## config.mk

```make
export PLATFORM = sky130hd
export DESIGN_NAME = data_ram_wr_sched
export DESIGN_NICKNAME = d
export VERILOG_FILES = /design/src/rtl/data_ram_wr_sched.sv
export SDC_FILE = /design/constraint.sdc
export NUM_CORES = 1
export LEC_CHECK = 0
export ABC_AREA = 0
export BUFFER_PORTS_ARGS = -buffer_cell sky130_fd_sc_hd__buf_4
export CAP_MARGIN = 20
export CORE_MARGIN = 3
export CORE_UTILIZATION = 43
export CTS_BUF_LIST = sky130_fd_sc_hd__clkbuf_2
export CTS_CLUSTER_DIAMETER = 150
export DETAILED_ROUTE_END_ITERATION = 12
export GPL_TIMING_DRIVEN = 0
export PLACE_DENSITY_LB_ADDON = 0.2
export SLEW_MARGIN = 20
export SYNTH_ARGS = -nofsm -noshare
export SYNTH_HDL_FRONTEND = slang
export SYNTH_SLANG_ARGS = --single-unit
```

## constraint.sdc

```tcl
create_clock -name clk_i -period 3.75 [get_ports clk_i]
set_input_delay 0.375 -clock clk_i [delete_from_list [all_inputs] [get_ports clk_i]]
set_output_delay 0.375 -clock clk_i [all_outputs]
set_load 0.02 [all_outputs]
```

## src/rtl/data_ram_wr_sched.sv

```systemverilog
// rtl/data_ram_wr_sched.sv - data RAM port-B write scheduler: clear sweep, insert and delete writers
module data_ram_wr_sched #(
   parameter int A_WIDTH = 10,
   parameter int D_WIDTH = 64
) (
   input  logic               clk_i,
   input  logic               rst_i,
   input  logic               clear_ram_run_i,
   output logic               clear_ram_done_o,
   output logic               busy_o,
   input  logic               ins_wr_valid_i,
   output logic               ins_wr_ready_o,
   input  logic [A_WIDTH-1:0] ins_wr_addr_i,
   input  logic [D_WIDTH-1:0] ins_wr_data_i,
   input  logic               del_wr_valid_i,
   output logic               del_wr_ready_o,
   input  logic [A_WIDTH-1:0] del_wr_addr_i,
   input  logic [D_WIDTH-1:0] del_wr_data_i,
   output logic [A_WIDTH-1:0] ram_wr_addr_o,
   output logic [D_WIDTH-1:0] ram_wr_data_o,
   output logic               ram_wr_en_o,
   output logic [A_WIDTH-1:0] add_empty_ptr_o,
   output logic               add_empty_ptr_en_o
);

   typedef enum logic {
      IDLE  = 1'b0,
      CLEAR = 1'b1
   } state_t;

   typedef enum logic {
      GRANT_INS = 1'b0,
      GRANT_DEL = 1'b1
   } grant_t;

   localparam logic [A_WIDTH-1:0] ADDR_ONE = A_WIDTH'(1);

   state_t             state;
   grant_t             last_grant;
   logic [A_WIDTH-1:0] clear_addr;
   logic               accept_ok;

   // Requests are only taken in IDLE and never in a cycle that starts a sweep;
   // on a tie the requester that did not win last time is served.
   always_comb begin
      accept_ok      = (state == IDLE) && !clear_ram_run_i;
      ins_wr_ready_o = accept_ok && ins_wr_valid_i &&
                       (!del_wr_valid_i || (last_grant == GRANT_DEL));
      del_wr_ready_o = accept_ok && del_wr_valid_i &&
                       (!ins_wr_valid_i || (last_grant == GRANT_INS));
   end

   assign busy_o = (state == CLEAR);

   // Sweep FSM, arbitration history and the registered RAM / empty-pointer outputs.
   always_ff @(posedge clk_i or posedge rst_i) begin
      if (rst_i) begin
         state              <= IDLE;
         last_grant         <= GRANT_DEL;
         clear_addr         <= '0;
         ram_wr_en_o        <= 1'b0;
         ram_wr_addr_o      <= '0;
         ram_wr_data_o      <= '0;
         add_empty_ptr_en_o <= 1'b0;
         add_empty_ptr_o    <= '0;
         clear_ram_done_o   <= 1'b0;
      end else begin
         // Idle-cycle values; overridden below when a write is issued.
         ram_wr_en_o        <= 1'b0;
         ram_wr_addr_o      <= '0;
         ram_wr_data_o      <= '0;
         add_empty_ptr_en_o <= 1'b0;
         add_empty_ptr_o    <= '0;
         clear_ram_done_o   <= 1'b0;

         case (state)
            IDLE: begin
               if (clear_ram_run_i) begin
                  state      <= CLEAR;
                  clear_addr <= '0;
               end else if (ins_wr_ready_o) begin
                  ram_wr_en_o   <= 1'b1;
                  ram_wr_addr_o <= ins_wr_addr_i;
                  ram_wr_data_o <= ins_wr_data_i;
                  last_grant    <= GRANT_INS;
               end else if (del_wr_ready_o) begin
                  ram_wr_en_o   <= 1'b1;
                  ram_wr_addr_o <= del_wr_addr_i;
                  ram_wr_data_o <= del_wr_data_i;
                  last_grant    <= GRANT_DEL;
               end
            end

            CLEAR: begin
               if (clear_ram_run_i) begin
                  // Restart: the aborted sweep gets no done pulse and the
                  // new sweep starts from address 0 on the next cycle.
                  clear_addr <= '0;
               end else begin
                  ram_wr_en_o        <= 1'b1;
                  ram_wr_addr_o      <= clear_addr;
                  add_empty_ptr_en_o <= 1'b1;
                  add_empty_ptr_o    <= clear_addr;
                  clear_addr         <= clear_addr + ADDR_ONE;
                  if (clear_addr == '1) begin
                     state            <= IDLE;
                     clear_ram_done_o <= 1'b1;
                  end
               end
            end

            default: begin
               state <= IDLE;
            end
         endcase
      end
   end

endmodule

```

# Yosys cells after proc, flatten, opt, wreduce, memory -nomap -nowiden
# Index checks and enable logic that the tools add are counted.
[totals]
regBits = 99
wordCells = 53
[op_classes]
add_sub_neg = 1
n_eq_ne = 1
muxes = 27
bitwise_logic = 3
reduce_logical = 12
[ops]
columns = ["op", "count"]
rows = [
  ["$mux 64", 4],
  ["$mux 10", 6],
  ["$pmux 10 s2", 2],
  ["$mux 1", 13],
  ["$add 10x1->10 const B", 1],
  ["$eq 10x10->1 const B", 1],
  ["$logic_and 1x1->1", 5],
  ["$pmux 1 s2", 2],
  ["$logic_not 1->1", 3],
  ["$not 1->1", 3],
  ["$reduce_and 3->1", 1],
  ["$logic_or 1x1->1", 2],
  ["$reduce_bool 2->1", 1],
]

# Logic depth before layout (Yosys ltp)
[logic_depth]
ltp_word = 8
depth_mapped = 7
depth_no_buf = 4

# Least setup slack after synthesis
# OpenSTA, ideal clock, no wires.
[synth_timing]
kind = "register to output"
startpoint = "reg last_grant"
endpoint = "out ins_wr_ready_o"
t_arrival_ps = 1254
required_time_ps = 3375
slack_ps = 2121
path_stages_with_launch = 6
path_buffers = 3
cell_sequence = "dfstp_2 -> nand2b_4 -> buf_6 -> and3_1 -> clkbuf_2 -> buf_2"
[synth_via]
elab_chain_cells = 2
[synth_lines]
columns = ["element", "line", "rtl"]
rows = [
  ["from (decl)", "39", "grant_t last_grant;"],
  ["from (signal assigned)", "59", "last_grant <= GRANT_DEL;"],
  ["from (signal assigned)", "85", "last_grant <= GRANT_INS;"],
  ["from (signal assigned)", "90", "last_grant <= GRANT_DEL;"],
  ["$logic_or 1x1->1", "48", "(!del_wr_valid_i || (last_grant == GRANT_DEL));"],
  ["$logic_and 1x1->1", "47", "ins_wr_ready_o = accept_ok && ins_wr_valid_i &&"],
  ["to (decl)", "12", "output logic ins_wr_ready_o,"],
]
# No other way between the ends.

# Worst setup path in the final report
[layout_timing]
startpoint = "reg last_grant"
endpoint = "out del_wr_ready_o"
[layout_via]
elab_chain_cells = 3
[layout_lines]
columns = ["element", "line", "rtl"]
rows = [
  ["$not 1->1", "50", "(!ins_wr_valid_i || (last_grant == GRANT_INS));"],
  ["$logic_or 1x1->1", "50", ""],
  ["$logic_and 1x1->1", "49", "del_wr_ready_o = accept_ok && del_wr_valid_i &&"],
  ["to (decl)", "16", "output logic del_wr_ready_o,"],
]
# No other way between the ends.

==> results.md <==
* Final ANT Viol Nets at 0
* Rel. slew slack at approximately 64%
* Setup TNS at 0 ns
* Final period util at 67.70%
* Gr usage total at a little under a quarter
* CP arrival at between 2 and 2.5 ns
* Crit path capture type: output port
* Post-synth EDFFs at 0
* Highest clock rate at approximately 390 MHz
* Clock latency on the worst-skew pair at 0.54 ns
* Top cell type's share of synthesized area at between 60% and 70%
* Min-Delay Path Depth at 2
* Worst Path Required at 3.38 ns
* H-tree levels at 3
* Hold slack at 0.04336 ns
* Unrepaired setup endpoints after global routing: false
* Largest net degree at the start of global routing at 83
* FFs w/ async S/R, synth at 100.0%
* Fillers at 531
* FF-to-FF End: ram_wr_data_o[54]$_DFF_PP0_
* CP most frequent cell: buf_4
* Cells after Synth at between 200 and 300
* PD cells at 271.7 nW/um^2
* Syn_nets at 420
* Hold Path Origin: del_wr_data_i[44]
* CP Max Fanout at 10
* Num CTS Buffers at 9
* Final setup fails at 0
* Full die area at 9822 sq um
* Final total power at 1.743 mW
* Slowest CP cell: a21boi_2
* Starting Density at around 45%
* Most frequent cell after synthesis: dfrtp_1
* Diodes inserted at 0
* Cell area after synthesis at 3727 sq um
* Setup Buffers After CTS at 0
* CTS tree: built
* Yosys reg bits at 99
* Share of layout cells above drive strength 1 at 47.95%
* Vias in the first global route at about 3500
* Leakage at roughly 3.5 nW
* Global route total overflow at 0
* Root buffer cell: clkbuf_2
* Top Metal Used: met4
* Final setup skew at 0.03847 ns
* M1 WL at roughly 4800 um
* Core Util, Final at 77.31%
* First-pass GRT wire length at approximately 18000 um
* CP Launch Type: register
* Worst slew pin tran at 0.5371 ns
* Worst VDD drop at 238.9 uV
* Critical path class: reg -> out
* CORE AREA at 8299 sq um
* Status: complete, no violations
* Commonest cells in the netlist: dfrtp_1 (98), a22o_1 (64), and2_1 (10), o21bai_1 (10)
* Avg Cell Area, Syn at 14.01 sq um
* Fin area at ~6400 sq um
* Post-DP HPWL at 8914 um
* RePlAce Congestion at 0.8137
* Total wire length at 13100 um
* Met2 WL at ~7000 um
* Hold Fails Final Rpt at 0
* Final net count at around 740
* Wire length per cell at 18.96 um
* Minimum clock period at 2.539 ns
* Synth area leaders: dfrtp_1 (66%), a22o_1 (15%), a32oi_1 (2.1%)
* Max-slew violation total from the final report at 0
* Endpoint, Worst Hold: ram_wr_data_o[44]$_DFF_PP0_
* Vias per cell at 5.068
* Origin of the critical flop-to-flop path: last_grant$_DFFE_PP1P_
* Initial antenna violation count at 0
* Die X at 99.11 um
* Top cell type by total area after synthesis: dfrtp_1
* Setup slack, reg-to-reg at 1.49 ns
* Largest stage delay, worst path at 0.45 ns
* Area after DPL at 5708 sq um
* Clock transition at the registers of the reported paths at ~0.26 ns
* Vias post-DR at 3502
* Critical path's top delay family: buffers and inverters
* Sequential-to-total area share from yosys stat at approximately 66%
* Die Ht at 99.11 um
* Drc violations at 0
* Post-CTS Resized at 0
* I/O Pins at ~240
* Synth warn at 0
* CP cell instances: a21boi_2 > and2_1 > buf_4 > buf_2 > buf_4
* First drt pass iteration count at 4
* Worst hold path class: in -> reg
* R2R depth at 8
* # Max-Cap Violations at 0
* Cell variety after synth at 35
* Number of cell rows at 33
* Maximum clock path buffer count at 2
* CTS Sinks at 99
* Buf/Inv on CP at 3
* Port Buffers at 242
* Top FF cell, synth: dfrtp_1
* Met3 WL at 961 um
* Iter 0 DRT Violations at 78
* Syn-to-layout area delta at 72.14%
worst register-to-register path, cell delays in order (launching register included):
cell and delay (ns):
dfstp_2 0.61, nand2b_4 0.13, buf_6 0.14, and3_1 0.16, clkbuf_2 0.19, buf_6 0.17
buf_6 0.15, a22o_1 0.15, dlygate4sd3_1 0.55
power breakdown:
group	internal (mW)	leakage, nW	total (mW)	switching (mW)
logic	0.149	2.06	0.236	0.0867
clock network	0.0776	0.0473	0.421	0.343
registers	1.08	1.37	1.09	0.00693
total	1.31	3.47	1.74	0.437
cell usage in the layout (no fill, tap or decap), types with 3 or more instances in the layout:
cell type      Yosys  layout
xor2_1             3       3
buf_4              1     243
nand2_1            4       4
buf_6              7       7
or3_1              3       3
a21oi_1            4       4
buf_2              9       9
nand4_1            4       4
o21bai_1          10      10
a22o_1            64      64
nor2_1             8       8
and2_1            10      10
dlygate4sd3_1      0      63
a32oi_1            9       9
clkbuf_1           4       4
dfrtp_1           98      98
clkbuf_2           1      10
what timing repair did:
| item | 4_1_cts | 5_1_grt |
|---|---|---|
| endpoints found under the hold margin | 28 | 25 |
| setup endpoints to repair | 0 | 0 |
| hold buffers | 20 | 43 |
through the flow:
stage	setup slack, ns	std cells
after floorplan	0.7862	266
after global placement	-0.2609	613
after detailed placement	1.687	614
after CTS	1.182	648
after global routing	1.040	691
final	1.211	691
area by class of cell:
class | instances | area (sq um) | share of cell area [%]
sequential | 99 | 2479 | 38.63
timing repair buffer | 306 | 2475 | 38.57
multi-input combinational | 141 | 1082 | 16.87
buffer | 22 | 151.4 | 2.360
tap | 105 | 131.4 | 2.048
clock buffer | 9 | 45.04 | 0.7020
clock inverter | 5 | 32.53 | 0.5070
inverter | 4 | 20.02 | 0.3120
routing by layer:
metal / vias to the layer above / track usage [%]
li1: 1625 / -
met5: - / 0
met3: 30 / 6.522
met2: 156 / 42.05
met1: 1691 / 27.84
met4: 0 / 9.034
how the worst max path moves through the flow:
| stage | startpoint | end | slack, ns | depth (start not counted) |
|---|---|---|---|---|
| CTS | last_grant$_DFFE_PP1P_ | ins_wr_ready_o | 1.18 | 6 |
| floorplan | rst_i | add_empty_ptr_en_o$_DFF_PP0_ | 0.79 | 1 |
| global placement | rst_i | ram_wr_data_o[53]$_DFF_PP0_ | -0.26 | 2 |
| global route | last_grant$_DFFE_PP1P_ | del_wr_ready_o | 1.04 | 5 |
| detailed placement | ins_wr_valid_i | ins_wr_ready_o | 1.69 | 6 |
| finish | last_grant$_DFFE_PP1P_ | del_wr_ready_o | 1.21 | 5 |
state kept, by name, summed over array words and instances, names as in the netlist:
register and cells:
clear_ram_done_o 1, add_empty_ptr_en_o 1, busy_o 1, ram_wr_data_o 64
ram_wr_addr_o 10, ram_wr_en_o 1, last_grant 1, add_empty_ptr_o 10
clear_addr 10
cells by family after synthesis:
family / count (synthesis) / synth area share, %
xor+xnor: 4 / 0.9401
mux: 2 / 0.5707
fa+ha+maj: 1 / 0.3356
simple gates: 41 / 6.243
buf+inv: 26 / 4.464
flops: 99 / 66.50
compound gates: 93 / 20.95
No activity file was read; power rests on OpenSTA's default activity.
